$ cat config.mk
export PLATFORM = sky130hd
export DESIGN_NAME = mmio_uart_fifo_ctrl
export DESIGN_NICKNAME = d
export VERILOG_FILES = /design/src/rtl/mmio_uart_fifo_ctrl.sv
export SDC_FILE = /design/constraint.sdc
export NUM_CORES = 1
export LEC_CHECK = 0
export ABC_AREA = 0
export ABC_CLOCK_PERIOD_IN_PS = 3300
export BUFFER_PORTS_ARGS = -buffer_cell sky130_fd_sc_hd__buf_2
export CORE_MARGIN = 2
export CORE_UTILIZATION = 50
export CTS_BUF_LIST = sky130_fd_sc_hd__clkbuf_8
export CTS_CLUSTER_DIAMETER = 100
export DETAILED_ROUTE_END_ITERATION = 8
export GPL_ROUTABILITY_DRIVEN = 0
export PLACE_DENSITY = 0.7
export SLEW_MARGIN = 30
export SYNTH_ARGS = -nofsm -noshare
export SYNTH_HDL_FRONTEND = slang
export SYNTH_SLANG_ARGS = --single-unit
$ cat constraint.sdc
create_clock -name clk -period 3.3 [get_ports clk]
set_clock_uncertainty 0.2 [all_clocks]
set_input_delay 0.495 -clock clk [delete_from_list [all_inputs] [get_ports clk]]
set_output_delay 0.495 -clock clk [all_outputs]
set_load 0.01 [all_outputs]
$ cat src/rtl/mmio_uart_fifo_ctrl.sv
// mmio_uart_fifo_ctrl: MMIO bridge between the CPU memory stage and the uart, with RX/TX FIFOs,
// sticky overflow flags and cycle/instruction counters.
module mmio_uart_fifo_ctrl_fifo #(
  parameter int DEPTH = 8
) (
  input  logic                     clk,
  input  logic                     rst_n,
  input  logic                     push,
  input  logic                     pop,
  input  logic [7:0]               din,
  output logic [7:0]               head,
  output logic [$clog2(DEPTH):0]   count,
  output logic                     full,
  output logic                     empty
);
  localparam int AW = $clog2(DEPTH);
  localparam logic [AW:0] FULL_CNT = (AW+1)'(DEPTH);
  logic [7:0]    mem [DEPTH];
  logic [AW-1:0] wptr, rptr;
  logic          wr, rd;
  assign full  = count == FULL_CNT;
  assign empty = count == '0;
  assign rd    = pop & ~empty;
  // a full FIFO still accepts a write when the head leaves in the same cycle
  assign wr    = push & (~full | rd);
  assign head  = mem[rptr];
  always_ff @(posedge clk or negedge rst_n) begin
    if (!rst_n) begin
      wptr  <= '0;
      rptr  <= '0;
      count <= '0;
      for (int i = 0; i < DEPTH; i++) mem[i] <= '0;
    end else begin
      if (wr) begin
        mem[wptr] <= din;
        wptr      <= wptr + 1'b1;
      end
      if (rd) rptr <= rptr + 1'b1;
      count <= count + (AW+1)'(wr) - (AW+1)'(rd);
    end
  end
endmodule

module mmio_uart_fifo_ctrl #(
  parameter int          RX_DEPTH  = 8,
  parameter int          TX_DEPTH  = 8,
  parameter logic [31:0] BASE_ADDR = 32'h8000_0000
) (
  input  logic        clk,
  input  logic        rst_n,
  input  logic [31:0] addr,
  input  logic [31:0] wdata,
  input  logic        ld_en,
  input  logic        st_en,
  input  logic        inst_retire,
  output logic [31:0] rdata,
  input  logic [7:0]  rx_data,
  input  logic        rx_valid,
  output logic        rx_ready,
  output logic [7:0]  tx_data,
  output logic        tx_valid,
  input  logic        tx_ready
);
  localparam int RAW = $clog2(RX_DEPTH);
  localparam int TAW = $clog2(TX_DEPTH);
  logic [RAW:0]  rx_count;
  logic [TAW:0]  tx_count;
  logic [7:0]    rx_head;
  logic          rx_full, rx_empty, tx_full, tx_empty;
  logic          win, ld, st, rx_pop, tx_push, flag_clr, cnt_rst;
  logic          rx_ovf_set, tx_ovf_set, rx_ovf, tx_ovf;
  logic [4:0]    off;
  logic [31:0]   status, rd_next, cycle_cnt, instr_cnt;
  logic          unused_bits;
  assign unused_bits = ^{wdata[31:8], addr[27:5]};
  assign win      = addr[31:28] == BASE_ADDR[31:28];
  assign off      = addr[4:0];
  assign ld       = ld_en & win;
  assign st       = st_en & win;
  assign rx_pop   = ld & (off == 5'h04);
  assign tx_push  = st & (off == 5'h08);
  assign flag_clr = st & (off == 5'h0C);
  assign cnt_rst  = st & (off == 5'h18);
  assign rx_ready = ~rx_full;
  assign tx_valid = ~tx_empty;
  // rx_ovf reports the receiver presenting a byte while the RX FIFO is full
  assign rx_ovf_set = rx_valid & rx_full;
  assign tx_ovf_set = tx_push & tx_full & ~tx_ready;
  mmio_uart_fifo_ctrl_fifo #(.DEPTH(RX_DEPTH)) u_rx (
    .clk(clk), .rst_n(rst_n), .push(rx_valid & ~rx_full), .pop(rx_pop), .din(rx_data),
    .head(rx_head), .count(rx_count), .full(rx_full), .empty(rx_empty)
  );
  mmio_uart_fifo_ctrl_fifo #(.DEPTH(TX_DEPTH)) u_tx (
    .clk(clk), .rst_n(rst_n), .push(tx_push), .pop(tx_ready), .din(wdata[7:0]),
    .head(tx_data), .count(tx_count), .full(tx_full), .empty(tx_empty)
  );
  assign status = {8'(tx_count), 8'(rx_count), 12'b0, tx_ovf, rx_ovf, ~rx_empty, ~tx_full};
  always_comb begin
    rd_next = !ld               ? 32'h0 :
              off == 5'h00      ? status :
              off == 5'h04      ? {24'b0, rx_empty ? 8'h00 : rx_head} :
              off == 5'h10      ? cycle_cnt :
              off == 5'h14      ? instr_cnt : 32'h0;
  end
  always_ff @(posedge clk or negedge rst_n) begin
    if (!rst_n) begin
      rdata     <= '0;
      rx_ovf    <= 1'b0;
      tx_ovf    <= 1'b0;
      cycle_cnt <= '0;
      instr_cnt <= '0;
    end else begin
      rdata     <= rd_next;
      rx_ovf    <= rx_ovf_set | (rx_ovf & ~flag_clr);
      tx_ovf    <= tx_ovf_set | (tx_ovf & ~flag_clr);
      cycle_cnt <= cnt_rst ? 32'h0 : cycle_cnt + 32'h1;
      instr_cnt <= cnt_rst ? 32'h0 : instr_cnt + 32'(inst_retire);
    end
  end
endmodule
# Word-level counts from Yosys, hierarchy flattened
# Index checks and enable logic that the tools add are counted.
# word_totals
register_bits	246
inputBits	79
output_inout_bits	42
word_cells	107
# op_classes
add_sub_neg	10
n_lt_le_gt_ge	6
n_eq_ne	9
n_mux	20
bitwise	30
reduce_logical	5
# ops
op	count
$mux 32	7
$bwmux 64	2
$mux 8	7
$bmux 8 s3	2
$demux 8 s3	2
$add 32x1->32	1
$add 32x1->32 const B	1
$and 1x1->1	16
$ge 4x4->1 const B	4
$not 3->4	4
$eq 5x5->1 const B	3
$add 3x1->3 const B	4
$eq 4x4->1 const B	3
$eq 5x4->1 const B	2
$add 4x1->4	2
$logic_not 4->1	2
$lt 4x1->1 const B	2
$sub 4x1->4	2
$not 1->1	6
$eq 5x3->1 const B	1
$logic_not 5->1	1
$or 1x1->1	4
$logic_and 1x1->1	2

# Depth between registers and ports, before layout
# logic_depth
ltp_word	8
ltp_mapped	11
ltp_nobuf	11

# Modules after synthesis
# From an unflattened synthesis, not the netlist that was laid out.
# hier_totals
hier_cells	917
area_unflattened_um2	11792.6
# by_module_without_submodules
module	n_inst	cells_each	area_each_um2	seq_area_each_um2
mmio_uart_fifo_ctrl	1	465	4674.5	2452.4
mmio_uart_fifo_ctrl_fifo at u_tx	1	227	3578.4	1851.8
mmio_uart_fifo_ctrl_fifo at u_rx	1	225	3539.6	1851.8

# Worst setup path after synthesis
# No wires, ideal clock.
# synth_timing
path_kind	input -> register
start	input port addr[29]
end	register u_rx.count[3]
setup_ps	79
t_arrival_ps	2563
required_ps	3021
setup_slack_ps	458
stages	9
n_path_buf	1
cell_sequence	nor4b_4 -> nand2_1 -> or3_1 -> clkbuf_1 -> or2_2 -> ha_1 -> a21o_1 -> a21oi_1 -> xor2_1
# synth_between
elab_chain_len	8
# synth_lines
element	line	source
start: declaration	51	input logic [31:0] addr,
$eq 4x4->1 *	76	assign win = addr[31:28] == BASE_ADDR[31:28];
$and 1x1->1 *	78	assign ld = ld_en & win;
$and 1x1->1 *	80	assign rx_pop = ld & (off == 5'h04);
$and 1x1->1 *	23	assign rd = pop & ~empty;
$or 1x1->1	25	assign wr = push & (~full | rd);
$and 1x1->1	25	
$add 4x1->4	39	count <= count + (AW+1)'(wr) - (AW+1)'(rd);
$sub 4x1->4 *	39	
end signal: assignment	39	
end: declaration	12	output logic [$clog2(DEPTH):0] count,
# Mark *: on every way between the ends. The rest lies on a longest branch, timed or not.
# A chain may end at the register's enable or synchronous reset.

# Worst setup path after layout
# layout_timing
start	register u_tx.rptr[1]
end	output port tx_data[6]
# layout_between
elab_chain_len	4
# layout_lines
element	line	source
start: declaration	19	logic [AW-1:0] wptr, rptr;
start signal: assignment	38	if (rd) rptr <= rptr + 1'b1;
$not 3->4 (not written as such)	26	assign head = mem[rptr];
$bmux 8 s3	26	
$mux 8 (not written as such) (2 in series)	26	
end: declaration	60	output logic [7:0] tx_data,
# No other way between the ends. The select of a mux whose other input is x is not followed.

==> flow_summary.ini <==
[logic_synthesis]
synth_top_area_share_pct = 53.5
yosys_most_used_dff = dfrtp_1
synthCells = 889
synth_largest_area_cell = dfrtp_1
async_reset_ff_share_pct = 100
syn_area_sq_um = 11500
ys_seq_elements = 246
netlist_top_cells_area = dfrtp_1, mux2_2, mux4_2
ys.warnings.count = 0
synthesis.nets = 988
synth_edf_count = 0
synth_cell_types = 55
synth_seq_area_share_pct = 53.5
syn_avg_cell_area_sq_um = 12.9

[timing]
tightest_slew_ns = 0.826
rsz0062_at_grt = no
hold_viol = 0
fmax_ghz = 0.338
fin_crit_ns = 2.96
setup_viol = 0
fin_tns_setup_ns = 0
slew_viol_final = 0
max_slew_margin_pct = 45.0
period_share_pct = 89.7
setup_slack_ns = 0.341

[outcome]
status = complete, no violations

[global_routing]
use_met2_pct = 32.4
grt_busiest_layer = met2
met3_usage_pct = 3.86
use_met1_pct = 27.9
grt_pass1_vias = 7466
grt_pass1_wl_mm = 38.7
grt_use_total_pct = 20.2
gr-total-overflow = 0
grt_max_degree = 70
antenna_found_initial = 0

[pwr]
finalPower_mw = 8.30
cellPowerDensity_nw_per_um2 = 635
p_leak_nw = 6.27
ir_worst_vdd_mv = 0.315

[cts]
clkTransAtPathRegs_ns = 0.06
cts_tree = built
postCtsHoldBufs = 1
cts_max_level = 2
cts_resized = 0
post_cts_buffers = 0
cts-root-buf = clkbuf_8
clock_path_buffers = 3
clock_sinks = 246
numCtsBuffers = 40
clk_latency_ns = 0.54

[setup_path]
worst-endpoint-arrival_ns = 2.26
cp-end-kind = output port
path_class = register to output port
cp_max_fo = 18
start_kind = register
required_ns = 2.60

[routing]
num_vias = 7238
postRouteAntennaNets = 0
drt_iter0_drc = 435
routedWlPerCell_um = 18.0
dr.pass1.iters = 5
route.detailed.drc = 0
routed_wl_mm = 23.4
detail_route.vias_per_cell = 5.55

[cells_and_area]
regArea_sq_um = 6160
nNetsFinal = 1093
syn2layout_area_growth_pct = 13.6
layout-drive-gt1-share_pct = 33.0
fillers = 1857
multi_input_area_sq_um = 5080
antenna-diode-count = 0

[floorplanning]
start_util_pct = 50.8
rows = 55
core-area_sq_um = 22600
dieHeight_um = 156
die_area_sq_um = 24200
die_x_um = 156
io_pins = 121

[placed_design]
io_buffers = 73
dp_hpwl_mm = 15.7
dp_slack_ns = 0.339

[min_path]
holdCritPathClass = input pin to register

[run]
cap_violations = 0
==> sequential cells by signal, indices dropped and copies added (netlist names) <==
register / cells
u_tx.wptr: 3
u_tx.mem: 64
u_rx.count: 4
u_tx.rptr: 3
u_rx.rptr: 3
u_rx.mem: 64
cycle_cnt: 32
rx_ovf: 1
instr_cnt: 32
u_tx.count: 4
u_rx.wptr: 3
rdata: 32
tx_ovf: 1
==> report_power, final <==
group	internal, mW	switching, mW	total (mW)
clock network	1.31	1.14	2.45
registers	3.63	0.515	4.14
logic	0.985	0.728	1.71
total	5.92	2.38	8.30
==> cell usage in the layout, fill, tap and decap left out, types with 24 or more instances in the layout <==
| master | instances |
|---|---|
| dfrtp_1 | 246 |
| mux2_2 | 122 |
| nor2_1 | 99 |
| buf_2 | 72 |
| clkbuf_8 | 48 |
| xor2_1 | 46 |
| inv_1 | 38 |
| nand3_1 | 38 |
| mux4_2 | 32 |
| nand2_1 | 29 |
| buf_4 | 26 |
| mux2i_1 | 25 |
| xnor2_1 | 24 |
==> per-stage QoR <==
stage	area [sq um]	hold WS, ns	cells	utilization [%]
final	13100	0.0972	1305	57.7
after global routing	13100	0.0818	1305	57.7
after CTS	13100	0.0671	1305	57.7
after detailed placement	12300	0.289	1236	54.4
after global placement	12300	0.282	1236	54.4
after floorplan	11500	-0.000591	889	-
==> layer usage <==
metal | vias up | wire (um)
li1 | 3399 | -
met5 | - | 0
met1 | 3621 | 10800
met3 | 45 | 1020
met2 | 173 | 11000
met4 | 0 | 598
==> kinds of logic after synthesis <==
logic type	synth area share [%]
simple gates	11.5
flops	53.5
mux	22.5
xor+xnor	5.33
buf+inv	2.32
compound gates	2.50
fa+ha+maj	2.31
==> critical path: stages (launching register included) <==
cell and delay, ns:
dfrtp_1 0.88, mux4_2 0.42, mux2_2 0.30, buf_2 0.15
==> cell type report <==
| class | instances | share of cell area (%) |
|---|---|---|
| Clock buffer | 48 | 5.06 |
| Clock inverter | 20 | 0.642 |
| Inverter | 23 | 0.661 |
| Multi-Input combinational cell | 580 | 38.9 |
| Sequential cell | 246 | 47.1 |
| Tap cell | 285 | 2.73 |
| Timing Repair Buffer | 103 | 4.90 |
==> final timing paths <==
| check | startpoint | to | slack (ns) | cells past startpoint |
|---|---|---|---|---|
| setup / recovery | u_tx.rptr[1]$_DFFE_PN0P_ | tx_data[6] | 0.34 | 3 |
| max in group asynchronous | rst_n | u_rx.mem[11]$_DFFE_PN0P_ | 1.80 | 3 |
| setup reg to reg | u_tx.count[2]$_DFF_PN0_ | u_tx.mem[26]$_DFFE_PN0P_ | 0.63 | 7 |
| hold reg to reg | u_tx.mem[15]$_DFFE_PN0P_ | u_tx.mem[15]$_DFFE_PN0P_ | 0.30 | 1 |
| hold / removal | rx_data[5] | u_rx.mem[61]$_DFFE_PN0P_ | 0.1 | 2 |
| min in group asynchronous | rst_n | rdata[8]$_DFF_PN0_ | 0.31 | 2 |
==> synth_stat cells (21+ instances only) <==
master and count:
mux2i_1 25, mux2_2 122, nor2_1 99, nand4_1 22
nand2_1 29, xnor2_1 24, dfrtp_1 246, xor2_1 46
mux4_2 32, inv_1 21, nand3_1 38, clkbuf_1 28
No activity file was read; power rests on OpenSTA's default activity.
